==> src/rtl/fp_pkg.sv <==
// Shared single-precision constants and the squaring-unit state encoding.
package fp_pkg;

    localparam int MANT_W = 23;
    localparam int EXP_W  = 8;
    localparam int BIAS   = 127;

    localparam logic [31:0] FP_QNAN = 32'h7FC0_0000;
    localparam logic [31:0] FP_PINF = 32'h7F80_0000;
    localparam logic [31:0] FP_ZERO = 32'h0000_0000;

    typedef enum logic [1:0] {
        IDLE = 2'd0,
        MULT = 2'd1,
        NORM = 2'd2
    } state_t;

endpackage

==> src/rtl/mul24_shift_add.sv <==
// Sequential unsigned multiplier: one partial product per cycle, W iterations after load.
module mul24_shift_add #(
    parameter int W = 24
) (
    input  logic             clk,
    input  logic             reset,
    input  logic             load,
    input  logic [W-1:0]     a,
    input  logic [W-1:0]     b,
    output logic [2*W-1:0]   product,
    output logic             last
);

    logic [W-1:0]   mcand;
    logic [W-1:0]   mplier;
    logic [2*W-1:0] acc;
    logic [4:0]     count;
    logic           active;
    logic [W:0]     sum;

    // Carry out of the upper-half add becomes the new MSB after the shift.
    always_comb begin
        sum = {1'b0, acc[2*W-1:W]} + (mplier[0] ? {1'b0, mcand} : '0);
    end

    // NOTE: sequential state uses non-blocking assignments so every register samples pre-edge values.
    always_ff @(posedge clk) begin
        if (reset) begin
            mcand  <= '0;
            mplier <= '0;
            acc    <= '0;
            count  <= '0;
            active <= 1'b0;
        end else if (load) begin
            mcand  <= a;
            mplier <= b;
            acc    <= '0;
            count  <= '0;
            active <= 1'b1;
        end else if (active) begin
            acc    <= {sum, acc[W-1:1]};
            mplier <= mplier >> 1;
            count  <= count + 5'd1;
            if (count == 5'(W - 1)) active <= 1'b0;
        end
    end

    assign product = acc;
    assign last    = active && (count == 5'(W - 1));

endmodule

==> src/rtl/fp_square.sv <==
// IEEE-754 single-precision squaring unit with start/done handshake and fixed 25-cycle latency.
module fp_square #(
    parameter int MANT_W = fp_pkg::MANT_W,
    parameter int EXP_W  = fp_pkg::EXP_W,
    parameter int BIAS   = fp_pkg::BIAS
) (
    input  logic        sq_clk,
    input  logic        reset,
    input  logic        start,
    input  logic [31:0] A,
    output logic        busy,
    output logic        done,
    output logic [31:0] Out
);

    import fp_pkg::*;

    state_t             state, state_next;
    logic               load;
    logic [EXP_W-1:0]   exp_q;
    logic [MANT_W-1:0]  mant_q;
    logic [MANT_W:0]    mcand;
    logic [47:0]        prod;
    logic               mul_last;
    logic signed [9:0]  e_base;
    logic signed [9:0]  e_norm;
    logic [MANT_W-1:0]  mant_norm;
    logic [31:0]        result;
    logic               unused_sign;

    // The square is always non-negative, so the operand sign never reaches the result.
    assign unused_sign = A[31];

    assign mcand = {|A[30:23], A[22:0]};

    mul24_shift_add #(.W(MANT_W + 1)) u_mul (
        .clk     (sq_clk),
        .reset   (reset),
        .load    (load),
        .a       (mcand),
        .b       (mcand),
        .product (prod),
        .last    (mul_last)
    );

    always_comb begin
        state_next = state;
        load       = 1'b0;
        case (state)
            IDLE: if (start) begin
                load       = 1'b1;
                state_next = MULT;
            end
            MULT:    if (mul_last) state_next = NORM;
            NORM:    state_next = IDLE;
            default: state_next = IDLE;
        endcase
    end

    // Product of two [1,2) mantissas lies in [1,4); P[47] selects the extra exponent step.
    always_comb begin
        e_base    = 10'(signed'({2'b00, exp_q, 1'b0})) - 10'(BIAS);
        e_norm    = e_base + (prod[47] ? 10'sd1 : 10'sd0);
        mant_norm = prod[47] ? prod[46:24] : prod[45:23];
        if (exp_q == '1 && mant_q != '0) result = FP_QNAN;
        else if (exp_q == '1)            result = FP_PINF;
        else if (exp_q == '0)            result = FP_ZERO;
        else if (e_norm >= 10'sd255)     result = FP_PINF;
        else if (e_norm <= 10'sd0)       result = FP_ZERO;
        else                             result = {1'b0, e_norm[7:0], mant_norm};
    end

    always_ff @(posedge sq_clk) begin
        if (reset) begin
            state  <= IDLE;
            exp_q  <= '0;
            mant_q <= '0;
            done   <= 1'b0;
            Out    <= FP_ZERO;
        end else begin
            state <= state_next;
            done  <= 1'b0;
            if (load) begin
                exp_q  <= A[30:23];
                mant_q <= A[22:0];
            end
            if (state == NORM) begin
                Out  <= result;
                done <= 1'b1;
            end
        end
    end

    assign busy = (state != IDLE);

endmodule
==> config.mk <==
export PLATFORM = sky130hd
export DESIGN_NAME = fp_square
export DESIGN_NICKNAME = d
export VERILOG_FILES = /design/src/rtl/fp_pkg.sv /design/src/rtl/mul24_shift_add.sv /design/src/rtl/fp_square.sv
export SDC_FILE = /design/constraint.sdc
export NUM_CORES = 1
export LEC_CHECK = 0
export BUFFER_PORTS_ARGS = -buffer_cell sky130_fd_sc_hd__buf_4
export CAP_MARGIN = 15
export CORE_AREA = 3 3 141 143
export CTS_CLUSTER_DIAMETER = 40
export CTS_CLUSTER_SIZE = 10
export DETAILED_ROUTE_END_ITERATION = 12
export DIE_AREA = 0 0 144 146
export MAX_ROUTING_LAYER = met4
export SETUP_SLACK_MARGIN = 0.05
export SLEW_MARGIN = 15
export SYNTH_ARGS = -nofsm -noshare
export SYNTH_HDL_FRONTEND = slang
export SYNTH_SLANG_ARGS = --single-unit
==> constraint.sdc <==
create_clock -name sq_clk -period 5.4 [get_ports sq_clk]
set_input_delay 0.27 -clock sq_clk [delete_from_list [all_inputs] [get_ports sq_clk]]
set_output_delay 0.27 -clock sq_clk [all_outputs]
set_load 0.02 [all_outputs]
==> run metrics <==
TritonCTS Buffers=17; Peak Freq=0.3159 GHz; setup slack after placement=2.224 ns; number of nets in the final layout=891; share of synthesized area spent on multiplexers=between 8 and 9%; type of element launching the critical path=flip-flop; biggest fanout along the worst timing path=25; share of post-route cells with drive strength above 1=18.21%; Antenna Nets Post-Route=0; setup slack, reg-to-reg=2.23 ns; ys async rst share=0%; effective utilization at floorplan=34.84%; Synth Cell Area=between 6000 and 7000 sq um; Most Used Layer, Global Route=met1; area share of fa/ha/maj cells after synthesis=5.682%; largest net degree at the start of global routing=68; max capacitance violation total=0; wire length of the first global-routing pass=25790 um; Synth Net Count=848; sum of net half-perimeters after detailed placement=11090 um; IO Pins=69; All-Layer GR Usage=between 10% and 20%; RSZ-0062 raised after global routing=no; number of cells upsized or downsized after cts=0; final RePlAce weighted congestion=0.8831; leakage=3.039 nW; violation count after the first detailed-routing iteration=336; post-synthesis compound-gate area fraction=19.37%; y dimension of the die=146 um; Synth Area in Simple Gates=21.54%; post-route worst setup slack=2.234 ns; number of instances in the synthesized netlist=784; antenna cells=0; path type of the worst min-delay path=in -> reg; count of flip-flops with a built-in enable after synthesis=0; clock period minus worst slack=roughly 3.2 ns; DIE AREA=approximately 21000 sq um; number of optimization iterations in the first detailed-route pass=6; critical path start-end classification=reg -> reg; total of flip-flops plus latches after synthesis=121; final worst-path cycle share=58.62%; VDD IR max=0.2271 mV; result of the run=finished, final reports clean; number of rows in the core area=50; Post-CTS Hold Buffers=0; clock transition at the register clock pins on the worst setup and hold paths after CTS=0.05 ns; clock tree sinks=121; endpoint class of the critical path=flip-flop; final number of setup-violating endpoints=0; total power density per cell area=about 300 nW/um^2; required time of the critical path=about 5.8 ns; Core Region=about 19000 sq um; clock skew after layout=0.008369 ns; via total after detailed routing=5473; sequential share of the synthesized area=37.17%; GR Layer Usage met3=3.878%; clock root buffer=clkbuf_16; commonest cells after routing, fill and taps aside=nand2_1 (144), dfxtp_1 (120), a21oi_1 (89); horizontal die dimension=144 um; most common library cell in the layout ignoring fill and taps=nand2_1; initial antenna violation count=0; DRC violations left=0; Hold Vio Cnt, Final=0; vias in the first global route=between 5000 and 6000; total overflow reported by the global router=0; dominant synthesized flop cell=dfxtp_1; mean routed wirelength per cell=14.46 um; clock tree from TritonCTS=yes; buffers added on ports=66; hold slack=between 0.09 and 0.1 ns; largest family of logic cells by synthesized area=simple AND/OR/NAND/NOR gates; CTS H-Tree Depth=4; fraction of synthesized cell area in xor and xnor cells=3.628%; transition time at the pin with the least slew margin=between 0.8 and 0.9 ns; count of synthesis-stage warnings from yosys=0; synthesis-to-layout area growth=18.99%; clock latency on the worst-skew pair=0.42 ns; M2 GR Usage=a little over a fifth; Total Wirelength=15530 um; max-slew violation count=0; final setup TNS=0 ns; Max-slew headroom=between 40% and 50%; average instance area after synthesis=approximately 8.3 sq um; buffer levels on the longest clock path=2; GR met1 Demand/Resource=around 22%; post-synthesis cell type count=between 50 and 60; Post-CTS Setup Bufs=0; Via density=about 5.1; arrival time at the worst endpoint=approximately 3.5 ns; Final Core Density=41.46%
-- metal layers --
| layer | up-vias | wire length [um] |
|---|---|---|
| met1 | 2481 | 8079 |
| met4 | 0 | 221 |
| met5 | - | 0 |
| met2 | 125 | 6516 |
| met3 | 16 | 708 |
| li1 | 2851 | - |
-- synth_stat cells, drive strengths merged (2+ instances only) --
master	n	area (sq um)
nand2	144	540.5
dfxtp	121	2422
a21oi	89	445.4
o21ai	51	337.8
nor2	47	176.4
clkbuf	33	123.9
mux2i	31	310.3
and2	30	187.7
ha	28	350.3
mux2	23	259.0
xnor2	18	157.7
buf	17	102.6
nand3	14	70.07
a21o	11	82.58
xor2	9	78.83
nand2b	8	50.05
nand4	8	50.05
nor4	8	50.05
nand3b	7	52.55
a2111oi	6	52.55
a211oi	6	50.05
a31oi	6	52.55
inv	6	22.52
nor2b	6	37.54
nor3	6	30.03
o21a	6	45.04
and4	4	40.04
o211ai	4	30.03
or3	4	25.02
and3	3	18.77
nor3b	3	22.52
o21bai	3	22.52
a211o	2	17.52
a311oi	2	17.52
nor4b	2	17.52
o31a	2	17.52
o31ai	2	15.01
or4	2	15.01
-- report_power, final --
group,total (W),switching [W],internal (W)
registers,0.000956,0.0000312,0.000925
clock network,0.00119,0.000392,0.000794
logic,0.000183,0.000103,0.0000801
total,0.00232,0.000526,0.00180
-- metrics by stage --
stage	total power, W	instances	area, sq um
after global routing	0.002416	1074	7755
after CTS	0.002351	1074	7755
after floorplan	0.001101	784	6518
after global placement	0.001157	1042	7141
final	0.002325	1074	7755
after detailed placement	0.001159	1042	7141
-- logic make-up after synthesis --
logic type / Yosys count
AOI/OAI and AO/OA: 198
xor gates and xnor gates: 27
adders and majority gates: 29
buffers and inverters: 56
DFF: 121
muxes: 54
other: 1
and+or+nand+nor: 298
-- sequential cells by signal (all words and copies together) (netlist names) --
name	flops
done	1
u_mul.mplier	24
u_mul.count	5
state	2
u_mul.active	1
u_mul.product	25
u_mul.mcand	24
Out	31
exp_q	8
-- critical path: stages, from the launching register on --
cell and delay (ns):
dfxtp_1 0.48, and2_1 0.25, ha_1 0.21, fa_1 0.42, a2111o_1 0.39, a31oi_1 0.34
o21ai_2 0.16, a31oi_4 0.29, o21ai_1 0.12, or3_1 0.36, nand3_1 0.08
-- final timing paths --
kind	start	endpoint	depth (start not counted)
setup / recovery	u_mul.mplier[0]	u_mul.product[45]	10
hold / removal	reset	u_mul.mcand[6]	2
setup reg to reg	u_mul.mplier[0]	u_mul.product[45]	10
hold reg to reg	u_mul.mcand[23]	u_mul.mcand[23]	1
-- final cells by class --
class / count / area (sq um)
fillers: 1921 / 10950
well taps: 234 / 292.8
repair buffers: 74 / 555.5
clock inverters: 8 / 142.6
inverters: 6 / 22.52
clock buffers: 24 / 471.7
multi-input cells: 607 / 3846
flip-flops and latches: 121 / 2424
No activity file was read; power rests on OpenSTA's default activity.
